**src/rtl/pwm_capture.sv**
```systemverilog
`default_nettype none
// ============================================================================
// Module   : pwm_capture
// Desc     : Measures high time and period of an asynchronous PWM input in
//            prescaled ticks, with a signal-loss timeout. Optional 3-sample
//            input glitch filter enabled by defining PWM_CAPTURE_FILTER_EN.
// Revision : 1.0 - initial release
// ============================================================================
module pwm_capture #(
    parameter int PrescaleDiv  = 99,
    parameter int TimeoutTicks = 1000
) (
    input  logic       c50M,
    input  logic       reset,
    input  logic       PWMin,
    output logic [9:0] highTime,
    output logic [9:0] periodTime,
    output logic       sampleValid,
    output logic       signalLost
);

    localparam int                 c_PRE_W   = (PrescaleDiv > 0) ? $clog2(PrescaleDiv + 1) : 1;
    localparam logic [c_PRE_W-1:0] c_PRE_MAX = c_PRE_W'(PrescaleDiv);
    localparam logic [9:0]         c_CNT_MAX = 10'd1023;
    // A timeout above the counter range can never be reached by a saturating count.
    localparam logic [10:0]        c_TIMEOUT = (TimeoutTicks > 1023) ? 11'd1024 : 11'(TimeoutTicks);

    localparam logic [1:0] c_SEEK = 2'd0;
    localparam logic [1:0] c_HIGH = 2'd1;
    localparam logic [1:0] c_LOW  = 2'd2;

`ifdef PWM_CAPTURE_FILTER_EN
    localparam logic [2:0] c_SETTLE = 3'd6;
`else
    localparam logic [2:0] c_SETTLE = 3'd3;
`endif

    logic                r_sync1;
    logic                r_sync2;
    logic                r_levelDly;
    logic                w_level;
    logic [2:0]          r_settle;
    logic                w_edgeEn;
    logic                w_rise;
    logic                w_fall;
    logic [c_PRE_W-1:0]  r_pre;
    logic                w_tick;
    logic [1:0]          r_state;
    logic [9:0]          r_highCnt;
    logic [9:0]          r_periodCnt;
    logic [9:0]          w_highInc;
    logic [9:0]          w_periodInc;
    logic                w_timeout;
    logic [9:0]          r_highTime;
    logic [9:0]          r_periodTime;
    logic                r_sampleValid;
    logic                r_signalLost;

    always_ff @(posedge c50M) begin
        if (reset) begin
            r_sync1 <= 1'b0;
            r_sync2 <= 1'b0;
        end else begin
            r_sync1 <= PWMin;
            r_sync2 <= r_sync1;
        end
    end

`ifdef PWM_CAPTURE_FILTER_EN
    logic [1:0] r_hist;
    logic       r_filt;

    always_ff @(posedge c50M) begin
        if (reset) begin
            r_hist <= 2'b00;
            r_filt <= 1'b0;
        end else begin
            r_hist <= {r_hist[0], r_sync2};
            if ({r_hist, r_sync2} == 3'b111) begin
                r_filt <= 1'b1;
            end else if ({r_hist, r_sync2} == 3'b000) begin
                r_filt <= 1'b0;
            end
        end
    end

    assign w_level = r_filt;
`else
    assign w_level = r_sync2;
`endif

    // Edges are masked until the input pipeline has refilled after reset, so the
    // reset-value-to-live-level transition is never mistaken for a real edge.
    always_ff @(posedge c50M) begin
        if (reset) begin
            r_settle   <= 3'd0;
            r_levelDly <= 1'b0;
        end else begin
            r_levelDly <= w_level;
            if (r_settle != c_SETTLE) begin
                r_settle <= r_settle + 3'd1;
            end
        end
    end

    assign w_edgeEn = (r_settle == c_SETTLE);
    assign w_rise   = w_edgeEn &  w_level & ~r_levelDly;
    assign w_fall   = w_edgeEn & ~w_level &  r_levelDly;

    assign w_tick = (r_pre == c_PRE_MAX);

    always_ff @(posedge c50M) begin
        if (reset) begin
            r_pre <= '0;
        end else if (w_rise || w_tick) begin
            r_pre <= '0;
        end else begin
            r_pre <= r_pre + c_PRE_W'(1);
        end
    end

    assign w_highInc   = (r_highCnt   == c_CNT_MAX) ? r_highCnt   : r_highCnt   + 10'd1;
    assign w_periodInc = (r_periodCnt == c_CNT_MAX) ? r_periodCnt : r_periodCnt + 10'd1;
    assign w_timeout   = ({1'b0, w_periodInc} >= c_TIMEOUT);

    // Edge handling is checked before the tick in every state, so a tick that
    // coincides with an edge is dropped.
    always_ff @(posedge c50M) begin
        if (reset) begin
            r_state       <= c_SEEK;
            r_highCnt     <= 10'd0;
            r_periodCnt   <= 10'd0;
            r_highTime    <= 10'd0;
            r_periodTime  <= 10'd0;
            r_sampleValid <= 1'b0;
            r_signalLost  <= 1'b0;
        end else begin
            r_sampleValid <= 1'b0;
            case (r_state)
                c_SEEK: begin
                    if (w_rise) begin
                        r_state     <= c_HIGH;
                        r_highCnt   <= 10'd0;
                        r_periodCnt <= 10'd0;
                    end
                end
                c_HIGH: begin
                    if (w_fall) begin
                        r_state <= c_LOW;
                    end else if (w_tick) begin
                        if (w_timeout) begin
                            r_state      <= c_SEEK;
                            r_signalLost <= 1'b1;
                            r_highTime   <= 10'd0;
                            r_periodTime <= 10'd0;
                        end else begin
                            r_highCnt   <= w_highInc;
                            r_periodCnt <= w_periodInc;
                        end
                    end
                end
                c_LOW: begin
                    if (w_rise) begin
                        r_state       <= c_HIGH;
                        r_highTime    <= r_highCnt;
                        r_periodTime  <= r_periodCnt;
                        r_sampleValid <= 1'b1;
                        r_signalLost  <= 1'b0;
                        r_highCnt     <= 10'd0;
                        r_periodCnt   <= 10'd0;
                    end else if (w_tick) begin
                        if (w_timeout) begin
                            r_state      <= c_SEEK;
                            r_signalLost <= 1'b1;
                            r_highTime   <= 10'd0;
                            r_periodTime <= 10'd0;
                        end else begin
                            r_periodCnt <= w_periodInc;
                        end
                    end
                end
                default: begin
                    r_state <= c_SEEK;
                end
            endcase
        end
    end

    assign highTime    = r_highTime;
    assign periodTime  = r_periodTime;
    assign sampleValid = r_sampleValid;
    assign signalLost  = r_signalLost;

endmodule
`default_nettype wire
```
**config.mk**
```make
export PLATFORM = sky130hd
export DESIGN_NAME = pwm_capture
export DESIGN_NICKNAME = d
export VERILOG_FILES = /design/src/rtl/pwm_capture.sv
export SDC_FILE = /design/constraint.sdc
export NUM_CORES = 1
export LEC_CHECK = 0
export CORE_MARGIN = 2
export CORE_UTILIZATION = 52
export DETAILED_ROUTE_END_ITERATION = 16
export PLACE_DENSITY = 0.87
export SYNTH_ARGS = -nofsm -noshare
export SYNTH_HDL_FRONTEND = slang
export SYNTH_SLANG_ARGS = --single-unit
```
**constraint.sdc**
```tcl
create_clock -name c50M -period 2.2 [get_ports c50M]
set_input_delay 0.44 -clock c50M [delete_from_list [all_inputs] [get_ports c50M]]
set_output_delay 0.44 -clock c50M [all_outputs]
set_load 0.1 [all_outputs]
```
# --- Yosys cells after proc, flatten, opt, wreduce, memory -nomap -nowiden ---
# Index checks and enable logic that the tools add are counted.
word_totals:
  ff_bits: 57
  out_inout_bits: 22
  elab_cells: 82
  in_bits: 3
classes:
  eq_ne: 13
  bitwise_logic: 7
  n_addsub: 4
  n_reduce_logical: 11
  magnitude_cmp: 1
  muxes: 34
ops:
  columns: ["cell", "count"]
  rows:
  - ["$mux W10", 18]
  - ["$pmux W10 S2", 3]
  - ["$pmux W10 S3", 1]
  - ["$add A10 B1 Y10 const B", 2]
  - ["$eq A10 B10 Y1 const B", 2]
  - ["$ge A10 B10 Y1 const B", 1]
  - ["$mux W2", 5]
  - ["$ne A2 B2 Y1 const B", 5]
  - ["$add A7 B1 Y7 const B", 1]
  - ["$eq A7 B7 Y1 const B", 1]
  - ["$pmux W2 S3", 1]
  - ["$reduce_and A6 Y1", 1]
  - ["$reduce_or A2 Y1", 3]
  - ["$mux W1", 5]
  - ["$and A1 B1 Y1", 4]
  - ["$reduce_bool A2 Y1", 2]
  - ["$add A3 B1 Y3 const B", 1]
  - ["$eq A3 B2 Y1 const B", 1]
  - ["$ne A3 B2 Y1 const B", 1]
  - ["$not A1 Y1", 3]
  - ["$reduce_and A3 Y1", 1]
  - ["$reduce_bool A3 Y1", 1]
  - ["$eq A2 B1 Y1 const B", 1]
  - ["$eq A2 B2 Y1 const B", 1]
  - ["other kinds (5)", 5]

# --- Depth between registers and ports, before layout ---
# Gate-level depths: netlist of run 1.
depth:
  ltp_word: 7
  mapped_depth: 11
  depth_no_buf: 9

# --- Worst setup path before layout of run 1 ---
# OpenSTA, ideal clock, no wires.
synth_timing:
  path_type: "register to register"
  startpoint: "register r_settle[0]"
  endpoint: "register r_periodCnt[2]"
  setup_time_ns: 0.074
  period_less_slack_ns: 2.289
  n_path_buf: 3
  path_slack_ns: -0.089
  stages_incl_launch_ff: 11
  t_arrival_ns: 2.215
  required_time_ns: 2.126
  cell_sequence: "dfxtp_1 ha_1 ha_1 buf_6 nand3b_4 and2_4 buf_6 or3_4 buf_6 or4_1 a31oi_1"
synth_via:
  elab_chain_cells: 5
  elab_cells_between_ends: 10
  cone_classes: "eq/ne: 3; mux: 2; bitwise: 4; reduce/logical: 1"
synth_lines:
  columns: ["element", "line", "text"]
  rows:
  - ["start, declared", "42", "logic [2:0] r_settle;"]
  - ["start signal, assigned", "101", "r_settle <= r_settle + 3'd1;"]
  - ["$eq A3 B2 Y1 (*)", "106", "assign w_edgeEn = (r_settle == c_SETTLE);"]
  - ["$and A1 B1 Y1, on equally long branches (2 in series)", "107, 108", null]
  - ["$mux W10 / $ne A2 B2 Y1 (equally long branches)", null, null]
  - ["$pmux W10 S3 / $reduce_and A3 Y1 (equally long branches)", null, null]
  - ["end signal, assigned", "158", "r_periodCnt <= w_periodInc;"]
  - ["end signal, assigned", "178", "r_periodCnt <= w_periodInc;"]
  - ["end, declared", "50", "logic [9:0] r_periodCnt;"]
# Every way passes the cells marked *; elsewhere a longest branch is shown, timed or not.
# A chain may end at the register's enable or synchronous reset.

# --- Final worst setup path of run 1 ---
layout_timing:
  startpoint: "register r_periodCnt[0]"
  endpoint: "register r_periodCnt[2]"
layout_via:
  elab_chain_cells: 7
  elab_cells_between_ends: 9
  cone_classes: "add/sub: 1; order compare: 1; eq/ne: 1; mux: 6"
layout_lines:
  columns: ["element", "line", "text"]
  rows:
  - ["$add A10 B1 Y10 / $eq A10 B10 Y1 (equally long branches)", "123", "assign w_periodInc = (r_periodCnt == c_CNT_MAX) ? r_periodCnt : r_periodCnt + 10'd1;"]
  - ["$mux W10 (*)", "123", null]
  - ["$ge A10 B10 Y1", "124", "assign w_timeout = ({1'b0, w_periodInc} >= c_TIMEOUT);"]
  - ["$mux W10 (*)", "151, 172", null]
  - ["$mux W10 (*)", "171", "end else if (w_tick) begin"]
  - ["$mux W10, on equally long branches", "163, 148", null]
  - ["$pmux W10 S3 (*)", "139", "case (r_state)"]
# Every way passes the cells marked *; elsewhere a longest branch is shown, timed or not. The select of a mux whose other input is x is not followed.

==> metrics.txt, run 1 <==
# TYPE chip_impl_metric gauge
chip_impl_metric{name="timing.final.setup_violations",unit=""} 23
chip_impl_metric{name="cts_buffers",unit=""} 9
chip_impl_info{name="cts_tree",value="yes"} 1
chip_impl_metric{name="rows",unit=""} 27
chip_impl_metric{name="clockBufferDepth",unit=""} 2
chip_impl_info{name="endpoint_kind",value="flop"} 1
chip_impl_metric{name="antenna_cells",unit=""} 0
chip_impl_metric{name="route.vias.total",unit=""} 2999
chip_impl_metric{name="vdd_drop_max",unit="V"} 0.0004086
chip_impl_metric{name="core",unit="mm²"} 0.005473
chip_impl_metric{name="chipHeight",unit="µm"} 78.91
chip_impl_metric{name="hold_depth",unit=""} 1
chip_impl_metric{name="finalCriticalPeriod",unit="ns"} 2.306
chip_impl_metric{name="grt_use_total",unit="%"} 24.87
chip_impl_metric{name="drtAntennaViolNets",unit=""} 0
chip_impl_metric{name="timing.critical_path.required",unit="ns"} 2.46
chip_impl_metric{name="drive_gt1_share",unit="%"} 35.02
chip_impl_metric{name="syn_nets",unit=""} 359
chip_impl_metric{name="initial_core_util",unit="%"} 53.32
chip_impl_metric{name="edff_count_synth",unit=""} 0
chip_impl_info{name="worst-setup-path-type",value="flop to flop"} 1
chip_impl_metric{name="worstSkewPairLatency",unit="ns"} 0.35
chip_impl_metric{name="critical_path.max_fanout",unit=""} 10
chip_impl_info{name="yosysTopAreaCell",value="dfxtp_1"} 1
chip_impl_metric{name="fin_total_pwr",unit="µW"} 2266
chip_impl_metric{name="grt_pass1_wl",unit="µm"} 12210
chip_impl_metric{name="power_density_cells",unit="mW/mm²"} 574.9
chip_impl_metric{name="post_drt_wl_per_cell",unit="µm"} 17.51
chip_impl_metric{name="clkSlewWorstSetupHoldPaths",unit="ns"} 0.08
chip_impl_metric{name="drt_wl_total",unit="µm"} 8508
chip_impl_metric{name="ioPinCount",unit=""} 25
chip_impl_info{name="failing_checks",value="negative setup slack"} 1
chip_impl_info{name="worst_hold_path_type",value="flop to flop"} 1
chip_impl_metric{name="async_flop_share",unit="%"} 0
chip_impl_metric{name="synth_largest_type_area_fraction",unit="%"} 39.11
chip_impl_metric{name="reg2reg_slack",unit="ns"} -0.11
chip_impl_metric{name="drt_pass1_iterations",unit=""} 6
chip_impl_info{name="synth_ff_type",value="dfxtp_1"} 1
chip_impl_info{name="yosys-top-cells-area",value="dfxtp_1 39%, nor2_1 7.2%, a22oi_1 5.1%"} 1
chip_impl_metric{name="port-buffer-count",unit=""} 24
chip_impl_info{name="cp-start-kind",value="flop"} 1
chip_impl_metric{name="syn_area",unit="mm²"} 0.002918
chip_impl_metric{name="netlist_instances",unit=""} 347
chip_impl_metric{name="postSynthAreaPerCell",unit="µm²"} 8.409
chip_impl_info{name="rsz_0062_raised_after_global_routing",value="yes"} 1
chip_impl_info{name="status",value="complete, but fails checks"} 1
chip_impl_metric{name="dpl_cell_area",unit="mm²"} 0.003397
chip_impl_metric{name="die_area",unit="mm²"} 0.006226
chip_impl_metric{name="max_freq",unit="GHz"} 0.4336
chip_impl_metric{name="cts_max_level",unit=""} 3
chip_impl_metric{name="hold_viol",unit=""} 0
chip_impl_metric{name="finClkSkew",unit="ns"} 0.01584
chip_impl_metric{name="antenna_found_initial",unit=""} 0
chip_impl_metric{name="ys_seq_area_share",unit="%"} 39.11
chip_impl_metric{name="clock-sinks",unit=""} 57
chip_impl_metric{name="multi_input_area",unit="mm²"} 0.001877
chip_impl_metric{name="post-route-cell-area",unit="mm²"} 0.003941
chip_impl_metric{name="reg2reg_depth",unit=""} 9
chip_impl_info{name="reg2reg_from",value="r_periodCnt[0]"} 1
chip_impl_metric{name="fin_ws",unit="ns"} -0.1061
chip_impl_metric{name="vias_per_cell",unit=""} 6.171
chip_impl_metric{name="cts_hold_repair.buffers",unit=""} 0
chip_impl_info{name="hold_path.startpoint",value="r_sync1"} 1
chip_impl_metric{name="netlist-cell-type-count",unit=""} 59
chip_impl_metric{name="worst_ep_arrival_time",unit="ns"} 2.57
chip_impl_metric{name="slew_violations",unit=""} 0
chip_impl_info{name="rr_endpoint",value="r_periodCnt[2]"} 1
chip_impl_metric{name="period_share",unit="%"} 104.8
chip_impl_metric{name="synthesis.yosys.warnings",unit=""} 0
chip_impl_info{name="cts_root_buf",value="clkbuf_8"} 1
chip_impl_metric{name="grt-ovfl-total",unit=""} 0
chip_impl_metric{name="fill_cells",unit=""} 389
chip_impl_metric{name="area_delta_synth_final",unit="%"} 35.08
chip_impl_metric{name="post-place-ws",unit="ns"} -0.07233
chip_impl_metric{name="worst_slew_margin_rel",unit="%"} 57.35
chip_impl_metric{name="die_width",unit="µm"} 78.91
chip_impl_metric{name="p_leak",unit="µW"} 0.001504
chip_impl_metric{name="initialDrtViolationCount",unit=""} 397
chip_impl_metric{name="ff_latch_area",unit="mm²"} 0.001151
chip_impl_metric{name="ys_ff_latch",unit=""} 57
chip_impl_info{name="min_delay_worst_endpoint",value="r_sync2"} 1
chip_impl_metric{name="final_sum_of_negative_setup_slack",unit="ns"} -0.9278
chip_impl_metric{name="grt_pass1_vias",unit=""} 2738
chip_impl_metric{name="design.final.nets",unit=""} 421
chip_impl_metric{name="max-cap-violations",unit=""} 0
chip_impl_metric{name="worst_pin_slew",unit="ns"} 0.6398
chip_impl_metric{name="gpl.final_weighted_congestion",unit=""} 0.8974
chip_impl_metric{name="dp_hpwl",unit="µm"} 4896
chip_impl_metric{name="post_route_drc_violation_count",unit=""} 0
chip_impl_metric{name="grt_start_max_net_pins",unit=""} 35
[cells by family (layout without fill, tap and decap cells)]
| group | count (synthesis) | in the layout | synth area share, % |
|---|---|---|---|
| buffers and inverters | 32 | 99 | 5.231 |
| DFF | 57 | 57 | 39.11 |
| xor gates and xnor gates | 8 | 8 | 2.401 |
| adders and majority gates | 9 | 9 | 3.859 |
| AOI/OAI and AO/OA | 91 | 91 | 20.97 |
| and+or+nand+nor | 145 | 145 | 26.72 |
| muxes | 5 | 5 | 1.715 |
[flip-flops by register name, indices dropped and copies added (netlist names)]
| signal | count |
|---|---|
| r_periodCnt | 10 |
| r_sync2 | 1 |
| r_state | 2 |
| r_settle | 3 |
| r_sync1 | 1 |
| r_pre | 7 |
| signalLost | 1 |
| r_highCnt | 10 |
| periodTime | 10 |
| highTime | 10 |
| r_levelDly | 1 |
| sampleValid | 1 |
[worst max path at each step]
stage | from | to | slack (ns) | cells past startpoint
after floorplan | r_settle[1] | r_periodCnt[2] | -0.009 | 10
after global placement | r_settle[1] | r_highCnt[4] | 0.02 | 9
after detailed placement | r_settle[1] | r_highCnt[4] | -0.07 | 9
after CTS | r_periodCnt[1] | r_highCnt[6] | -0.004 | 8
after global routing | r_periodCnt[1] | r_highCnt[4] | -0.19 | 9
final | r_periodCnt[0] | r_periodCnt[2] | -0.11 | 9
[area by class of cell]
class | instances | share of cell area (%)
clock buffers | 11 | 3.333
multi-input cells | 258 | 47.62
inverters | 10 | 0.9524
flip-flops and latches | 57 | 29.21
repair buffers | 73 | 14.57
well taps | 72 | 2.286
clock inverters | 5 | 2.032
[power by group]
part	switching [µW]	total, µW	internal (µW)	leakage, µW
logic	69.6	127	57.8	0.000940
registers	17.6	1070	1050	0.000464
clock network	432	1070	636	0.0000995
[cell usage after synthesis (all sizes together) (2+ instances only)]
library cell and count:
inv 10, nand3 12, nand4b 2, o31a 5, a22oi 20, nor2 56
buf 10, o21ba 2, nand2 24, nor3 14, o21ai 17, and2 3
and4 2, ha 9, a21oi 27, nand3b 2, clkbuf 12, or4 2
xnor2 5, mux2i 5, or3 3, nor4 4, a311oi 2, xor2 3
a31oi 9, nor2b 6, and3 7, dfxtp 57, or2 2
[metal layers]
layer	wire (µm)	GRT usage, %	share of wire [%]	vias up
li1	-	-	-	1365
met1	3129	28.12	37	1377
met2	4239	43.85	50	202
met3	754	6.818	8.9	55
met4	384	10.86	4.5	0
met5	0	0	0	-
[through the flow]
step	hold WS, ns	util, %	std cells
global route	0.4720	72.02	486
finish	0.4527	72.02	486
global placement	0.4171	62.07	460
detailed placement	0.4533	62.07	460
floorplan	0.4138	-	347
CTS	0.4654	67.12	477
[cell usage in the layout, fill, tap and decap left out, drive strengths merged, types with 2 or more instances in the layout]
cell type,instances
o31a,5
dfxtp,57
o21ai,17
bufinv,2
a21oi,27
clkinvlp,2
buf,72
a31oi,9
nor2b,6
nand4b,2
clkbuf,11
or4,2
nand3,12
ha,9
xor2,3
nor3,14
mux2i,5
or3,3
a22oi,20
xnor2,5
and3,7
nor4,4
nand3b,2
nor2,56
and2,3
o21ba,2
a311oi,2
nand2,24
and4,2
inv,10
or2,2
[repair_timing]
| action | 4_1_cts | 5_1_grt |
|---|---|---|
| cloned | 0 | 1 |
| buffers inserted | 1 | 8 |
| gates resized for setup | 13 | 42 |
| setup endpoints to repair | 29 | 43 |
| pin swaps | 5 | 13 |
[worst max-delay path, cell delays in order (launching register included)]
cell and delay [ns]:
dfxtp_2 0.36, ha_4 0.20, nand2_2 0.09, buf_4 0.17, a31oi_1 0.26, o31a_2 0.22
nor3_4 0.08, buf_4 0.16, or4_4 0.50, a31oi_1 0.17
Power figures use the tool's default switching activity.
==> run 2, diff against run 1 <==
--- a/config.mk
+++ b/config.mk
@@ -6,7 +6,8 @@
 export NUM_CORES = 1
 export LEC_CHECK = 0
 export CORE_MARGIN = 2
-export CORE_UTILIZATION = 52
+export CORE_UTILIZATION = 55
+export CTS_BUF_LIST = sky130_fd_sc_hd__clkbuf_8 sky130_fd_sc_hd__clkbuf_16
 export DETAILED_ROUTE_END_ITERATION = 16
 export PLACE_DENSITY = 0.87
 export SYNTH_ARGS = -nofsm -noshare
==> constraint.sdc (replaced) <==
create_clock -name c50M -period 2.3 [get_ports c50M]
set_input_delay 0.575 -clock c50M [delete_from_list [all_inputs] [get_ports c50M]]
set_output_delay 0.575 -clock c50M [all_outputs]
set_load 0.1 [all_outputs]
==> metrics.txt, run 2 (synthesis results as in run 1) <==
# TYPE chip_impl_metric gauge
chip_impl_metric{name="dp_hpwl",unit="µm"} 4698
chip_impl_metric{name="antenna_cells",unit=""} 0
chip_impl_metric{name="max_freq",unit="GHz"} 0.4401
chip_impl_metric{name="timing.critical_path.required",unit="ns"} 2.50
chip_impl_metric{name="dpl_cell_area",unit="mm²"} 0.003273
chip_impl_metric{name="gpl.final_weighted_congestion",unit=""} 0.9091
chip_impl_metric{name="whs",unit="ns"} 0.4418
chip_impl_metric{name="critical_path.max_fanout",unit=""} 20
chip_impl_metric{name="clkSlewWorstSetupHoldPaths",unit="ns"} 0.07
chip_impl_info{name="worst_hold_path_type",value="flop to flop"} 1
chip_impl_metric{name="core",unit="mm²"} 0.005107
chip_impl_info{name="cp-start-kind",value="flop"} 1
chip_impl_metric{name="finClkSkew",unit="ns"} 0.01001
chip_impl_metric{name="post_drt_wl_per_cell",unit="µm"} 15.75
chip_impl_metric{name="reg2reg_slack",unit="ns"} 0.03
chip_impl_metric{name="post_route_drc_violation_count",unit=""} 0
chip_impl_metric{name="hold_viol",unit=""} 0
chip_impl_metric{name="drtAntennaViolNets",unit=""} 0
chip_impl_info{name="endpoint_kind",value="flop"} 1
chip_impl_metric{name="power_density_cells",unit="mW/mm²"} 571.7
chip_impl_metric{name="grt_start_max_net_pins",unit=""} 34
chip_impl_metric{name="drt_pass1_iterations",unit=""} 5
chip_impl_info{name="cts_tree",value="yes"} 1
chip_impl_metric{name="post-route-cell-area",unit="mm²"} 0.003552
chip_impl_metric{name="ff_latch_area",unit="mm²"} 0.001150
chip_impl_metric{name="design.final.nets",unit=""} 400
chip_impl_info{name="most_common_library_cell_in_the_layout_ignoring_fill_and_taps",value="nor2_1"} 1
chip_impl_info{name="worst-setup-path-type",value="flop to flop"} 1
chip_impl_metric{name="worst_ep_arrival_time",unit="ns"} 2.48
chip_impl_metric{name="max-cap-violations",unit=""} 0
chip_impl_metric{name="die_width",unit="µm"} 76.84
chip_impl_metric{name="clockBufferDepth",unit=""} 2
chip_impl_metric{name="finalCriticalPeriod",unit="ns"} 2.272
chip_impl_metric{name="vdd_drop_max",unit="V"} 0.0004383
chip_impl_metric{name="cts_hold_repair.buffers",unit=""} 0
chip_impl_metric{name="grt_pass1_wl",unit="µm"} 11470
chip_impl_metric{name="rows",unit=""} 26
chip_impl_metric{name="route.vias.total",unit=""} 2856
chip_impl_metric{name="initial_core_util",unit="%"} 57.13
chip_impl_metric{name="initialDrtViolationCount",unit=""} 333
chip_impl_metric{name="drive_gt1_share",unit="%"} 24.43
chip_impl_metric{name="cts_buffers",unit=""} 9
chip_impl_metric{name="fill_cells",unit=""} 408
chip_impl_info{name="layout.cells.most_common_list",value="56 x nor2_1, 50 x dfxtp_1, 49 x buf_4, 27 x a21oi_1, 24 x nand2_1"} 1
chip_impl_metric{name="worstSkewPairLatency",unit="ns"} 0.35
chip_impl_metric{name="die_area",unit="mm²"} 0.005904
chip_impl_metric{name="period_share",unit="%"} 98.80
chip_impl_metric{name="ioPinCount",unit=""} 25
chip_impl_metric{name="grt-ovfl-total",unit=""} 0
chip_impl_metric{name="vias_per_cell",unit=""} 6.168
chip_impl_metric{name="antenna_found_initial",unit=""} 0
chip_impl_metric{name="area_delta_synth_final",unit="%"} 21.74
chip_impl_metric{name="drt_wl_total",unit="µm"} 7291
chip_impl_metric{name="grt_use_total",unit="%"} 24.14
chip_impl_metric{name="p_leak",unit="µW"} 0.001376
chip_impl_metric{name="worst_slew_margin_rel",unit="%"} 58.05
chip_impl_metric{name="multi_input_area",unit="mm²"} 0.001694
chip_impl_metric{name="grt_pass1_vias",unit=""} 2548
chip_impl_metric{name="timing.final.setup_violations",unit=""} 0
chip_impl_metric{name="clock-sinks",unit=""} 57
chip_impl_metric{name="cts_max_level",unit=""} 3
chip_impl_metric{name="slew_violations",unit=""} 0
chip_impl_info{name="cts_root_buf",value="clkbuf_8"} 1
chip_impl_metric{name="port-buffer-count",unit=""} 24
chip_impl_info{name="status",value="complete, no violations"} 1
chip_impl_metric{name="worst_pin_slew",unit="ns"} 0.6292
chip_impl_metric{name="chipHeight",unit="µm"} 76.84
## run 2: cell type report
| cell class | instances | area share, % |
|---|---|---|
| multi-input combinational | 258 | 47.69 |
| sequential | 57 | 32.37 |
| tap | 70 | 2.466 |
| inverter | 10 | 1.057 |
| clock buffer | 10 | 3.875 |
| clock inverter | 6 | 1.444 |
| timing repair buffer | 52 | 11.10 |
## run 2: per-stage QoR
stage	setup TNS [ns]	std cells	utilization, %	setup slack [ns]	power, µW
floorplan	0	347	-	0.01096	1118
global placement	0	446	64.09	0.04994	1135
detailed placement	-0.4242	446	64.09	-0.07534	1142
CTS	0	463	68.23	0.003395	2040
global route	-0.05458	463	69.55	-0.04147	2111
finish	0	463	69.55	0.02758	2031
## run 2: path summary, 6_finish.rpt
| check | from | end | depth (start not counted) |
|---|---|---|---|
| max reg2reg | r_periodCnt[0] | highTime[2] | 9 |
| max | r_periodCnt[0] | highTime[2] | 9 |
| min reg2reg | r_sync1 | r_sync2 | 1 |
| min | r_sync1 | r_sync2 | 1 |
## run 2: per-layer routing
layer,track usage [%],vias up,routed length [µm]
met5,0,-,0
li1,-,1332,-
met2,39.65,141,3591
met3,7.765,30,481
met4,10.73,0,192
met1,28.78,1353,3025
## run 2: repair_timing
action | in CTS | in global routing
endpoints found under the hold margin | 0 | 0
pin swaps | 1 | 5
setup buffers | 1 | 0
setup endpoints to repair | 28 | 38
gates resized for setup | 4 | 17
## run 2: worst max-delay path, cell delays in order (launching register included)
cell and delay [ns]:
dfxtp_2 0.36, buf_4 0.15, and3_4 0.22, a31oi_1 0.09, o31a_2 0.35, nor4_4 0.39, o21ai_1 0.12, buf_6 0.18
a22oi_1 0.18, nor2_1 0.07
## run 2: report_power, final
group | switching [µW] | total, µW | internal, µW
Clock | 381 | 895 | 513
Sequential | 18.2 | 1030 | 1010
Combinational | 60.8 | 110 | 49.5
Total | 460 | 2030 | 1570
==> run 3, diff against run 2 <==
--- a/config.mk
+++ b/config.mk
@@ -5,9 +5,9 @@
 export SDC_FILE = /design/constraint.sdc
 export NUM_CORES = 1
 export LEC_CHECK = 0
-export CORE_MARGIN = 2
 export CORE_UTILIZATION = 55
 export CTS_BUF_LIST = sky130_fd_sc_hd__clkbuf_8 sky130_fd_sc_hd__clkbuf_16
+export CTS_CLUSTER_SIZE = 25
 export DETAILED_ROUTE_END_ITERATION = 16
 export PLACE_DENSITY = 0.87
 export SYNTH_ARGS = -nofsm -noshare
==> metrics.txt, run 3 (synthesis results as in run 1) <==
# TYPE chip_impl_metric gauge
chip_impl_info{name="status",value="complete, but fails checks"} 1
chip_impl_info{name="failing_checks",value="negative setup slack"} 1
chip_impl_info{name="rr_endpoint",value="r_periodCnt[2]"} 1
chip_impl_metric{name="die_area",unit="mm²"} 0.005600
chip_impl_metric{name="ff_latch_area",unit="mm²"} 0.001147
chip_impl_metric{name="fill_cells",unit=""} 385
chip_impl_metric{name="power_frac_seq",unit="%"} 43.3
chip_impl_metric{name="slew_violations",unit=""} 0
chip_impl_metric{name="core",unit="mm²"} 0.005107
chip_impl_metric{name="max-cap-violations",unit=""} 0
chip_impl_metric{name="power_switching_share",unit="%"} 20.92
chip_impl_metric{name="antenna_cells",unit=""} 0
chip_impl_metric{name="grt_pass1_vias",unit=""} 2414
chip_impl_metric{name="reg2reg_depth",unit=""} 8
chip_impl_info{name="layout.cells.most_common_list",value="56 x nor2_1, 53 x buf_4, 52 x dfxtp_1, 27 x a21oi_1, 23 x nand2_1"} 1
chip_impl_metric{name="grt-ovfl-total",unit=""} 0
chip_impl_metric{name="worst_ep_arrival_time",unit="ns"} 2.61
chip_impl_info{name="worst_hold_path_type",value="flop to flop"} 1
chip_impl_metric{name="rows",unit=""} 26
chip_impl_metric{name="worst_slew_margin_rel",unit="%"} 69.67
chip_impl_metric{name="cts_hold_repair.buffers",unit=""} 0
chip_impl_metric{name="dp_hpwl",unit="µm"} 4605
chip_impl_metric{name="clkSlewWorstSetupHoldPaths",unit="ns"} 0.07
chip_impl_metric{name="cts_max_level",unit=""} 3
chip_impl_metric{name="drive_gt1_share",unit="%"} 25.94
chip_impl_info{name="cts_root_buf",value="clkbuf_8"} 1
chip_impl_metric{name="cts_buffers",unit=""} 9
chip_impl_metric{name="post_drt_wl_per_cell",unit="µm"} 15.00
chip_impl_metric{name="power.share.clock",unit="%"} 51.6
chip_impl_metric{name="gpl.final_weighted_congestion",unit=""} 0.9280
chip_impl_metric{name="post_route_drc_violation_count",unit=""} 0
chip_impl_metric{name="worst_pin_slew",unit="ns"} 0.4550
chip_impl_metric{name="fin_ws",unit="ns"} -0.03979
chip_impl_metric{name="power_switching",unit="µW"} 495.1
chip_impl_metric{name="timing.critical_path.required",unit="ns"} 2.57
chip_impl_info{name="reg2reg_from",value="r_periodCnt[0]"} 1
chip_impl_metric{name="fin_total_pwr",unit="µW"} 2367
chip_impl_metric{name="multi_input_area",unit="mm²"} 0.001698
chip_impl_info{name="worst_setup_path_endpoint",value="r_periodCnt[2]"} 1
chip_impl_metric{name="drt_pass1_iterations",unit=""} 5
chip_impl_metric{name="port-buffer-count",unit=""} 24
chip_impl_metric{name="worstSkewPairLatency",unit="ns"} 0.35
chip_impl_metric{name="power_density_cells",unit="mW/mm²"} 647.2
chip_impl_metric{name="p_leak",unit="µW"} 0.001416
chip_impl_metric{name="cellInternalPower",unit="µW"} 1872
chip_impl_metric{name="max_freq",unit="GHz"} 0.4274
chip_impl_metric{name="post-place-ws",unit="ns"} -0.06329
chip_impl_metric{name="area_delta_synth_final",unit="%"} 25.34
chip_impl_metric{name="grt_pass1_wl",unit="µm"} 10960
chip_impl_info{name="cp-start-kind",value="flop"} 1
chip_impl_metric{name="finClkSkew",unit="ns"} 0.01111
chip_impl_info{name="endpoint_kind",value="flop"} 1
chip_impl_metric{name="initialDrtViolationCount",unit=""} 143
chip_impl_metric{name="period_share",unit="%"} 101.7
chip_impl_metric{name="chipHeight",unit="µm"} 74.84
chip_impl_metric{name="die_width",unit="µm"} 74.84
chip_impl_metric{name="hold_viol",unit=""} 0
chip_impl_metric{name="critical_path.max_fanout",unit=""} 6
chip_impl_metric{name="power_frac_comb",unit="%"} 5.1
chip_impl_metric{name="antenna_found_initial",unit=""} 0
chip_impl_metric{name="ioPinCount",unit=""} 25
chip_impl_metric{name="vdd_drop_max",unit="V"} 0.0004703
chip_impl_metric{name="grt_start_max_net_pins",unit=""} 24
chip_impl_metric{name="clockBufferDepth",unit=""} 2
chip_impl_metric{name="initial_core_util",unit="%"} 57.13
chip_impl_metric{name="drt_wl_total",unit="µm"} 7004
chip_impl_metric{name="route.vias.total",unit=""} 2734
chip_impl_info{name="critical_path_origin",value="r_periodCnt[0]"} 1
chip_impl_metric{name="reg2reg_slack",unit="ns"} -0.04
chip_impl_info{name="cts_tree",value="yes"} 1
chip_impl_metric{name="design.final.nets",unit=""} 404
chip_impl_metric{name="grt_use_total",unit="%"} 26.13
chip_impl_metric{name="timing.final.setup_violations",unit=""} 1
chip_impl_info{name="worst-setup-path-type",value="flop to flop"} 1
chip_impl_metric{name="drtAntennaViolNets",unit=""} 0
chip_impl_metric{name="clock-sinks",unit=""} 57
chip_impl_metric{name="vias_per_cell",unit=""} 5.854
chip_impl_info{name="most_common_library_cell_in_the_layout_ignoring_fill_and_taps",value="nor2_1"} 1
chip_impl_metric{name="finalCriticalPeriod",unit="ns"} 2.340
## run 3: cell count changes in the layout (fill, tap and decap cells not counted), sizes merged
cell      change
clkinv        -2
inv           -3
bufinv        +2
buf           +4
clkinvlp      +1
clkbuf        +2
## run 3: repair_timing
action | CTS | global route
pin swaps | 2 | 10
gates resized for setup | 6 | 14
endpoints found under the setup margin | 27 | 35
buffers inserted | 1 | 2
## run 3: critical path: stages (launching register included)
cell     delay [ns]
dfxtp_2        0.34
buf_4          0.15
and3_2         0.22
o31a_1         0.27
o22ai_2        0.26
nor3_4         0.11
buf_4          0.17
or4_1          0.53
a31oi_1        0.21
## run 3: worst min-delay path by stage
| stage | depth (start not counted) | endpoint | start |
|---|---|---|---|
| floorplan | 1 | r_sync2 | r_sync1 |
| global placement | 1 | r_sync2 | r_sync1 |
| detailed placement | 1 | r_sync2 | r_sync1 |
| CTS | 1 | r_sync2 | r_sync1 |
| global route | 1 | r_sync2 | r_sync1 |
| finish | 1 | r_sync2 | r_sync1 |
## run 3: routing by layer
| metal | track usage (%) | part of all wire [%] |
|---|---|---|
| met5 | 0 | 0 |
| met4 | 11.11 | 1.2 |
| met3 | 8.434 | 4.9 |
| met2 | 40.64 | 50 |
| met1 | 33.36 | 44 |
## run 3: metrics by stage
step / util, % / setup TNS [ns] / cell area, µm² / cells / hold slack [ns]
after floorplan: - / 0 / 2918 / 347 / 0.4138
after global placement: 64.38 / 0 / 3288 / 448 / 0.4238
after detailed placement: 64.38 / -0.4990 / 3288 / 448 / 0.4276
after CTS: 70.24 / 0 / 3587 / 465 / 0.4425
after global routing: 71.61 / -0.1234 / 3657 / 467 / 0.4445
final: 71.61 / -0.03979 / 3657 / 467 / 0.4410
## run 3: cell type report
| type | instances | area share, % |
|---|---|---|
| clock buffer | 12 | 4.516 |
| clock inverter | 4 | 2.668 |
| inverter | 10 | 1.026 |
| multi-input combinational | 258 | 46.42 |
| sequential | 57 | 31.37 |
| tap | 70 | 2.395 |
| timing repair buffer | 56 | 11.60 |
## run 3: power groups by stage
stage          Sequential [µW]  Clock (µW)  Combinational, µW
6_report                  1030        1220                120
3_5_place_dp              1040           0                107
3_3_place_gp              1040           0                102
5_1_grt                   1030        1280                137
4_1_cts                   1020        1240                109
2_1_floorplan             1040           0               79.3
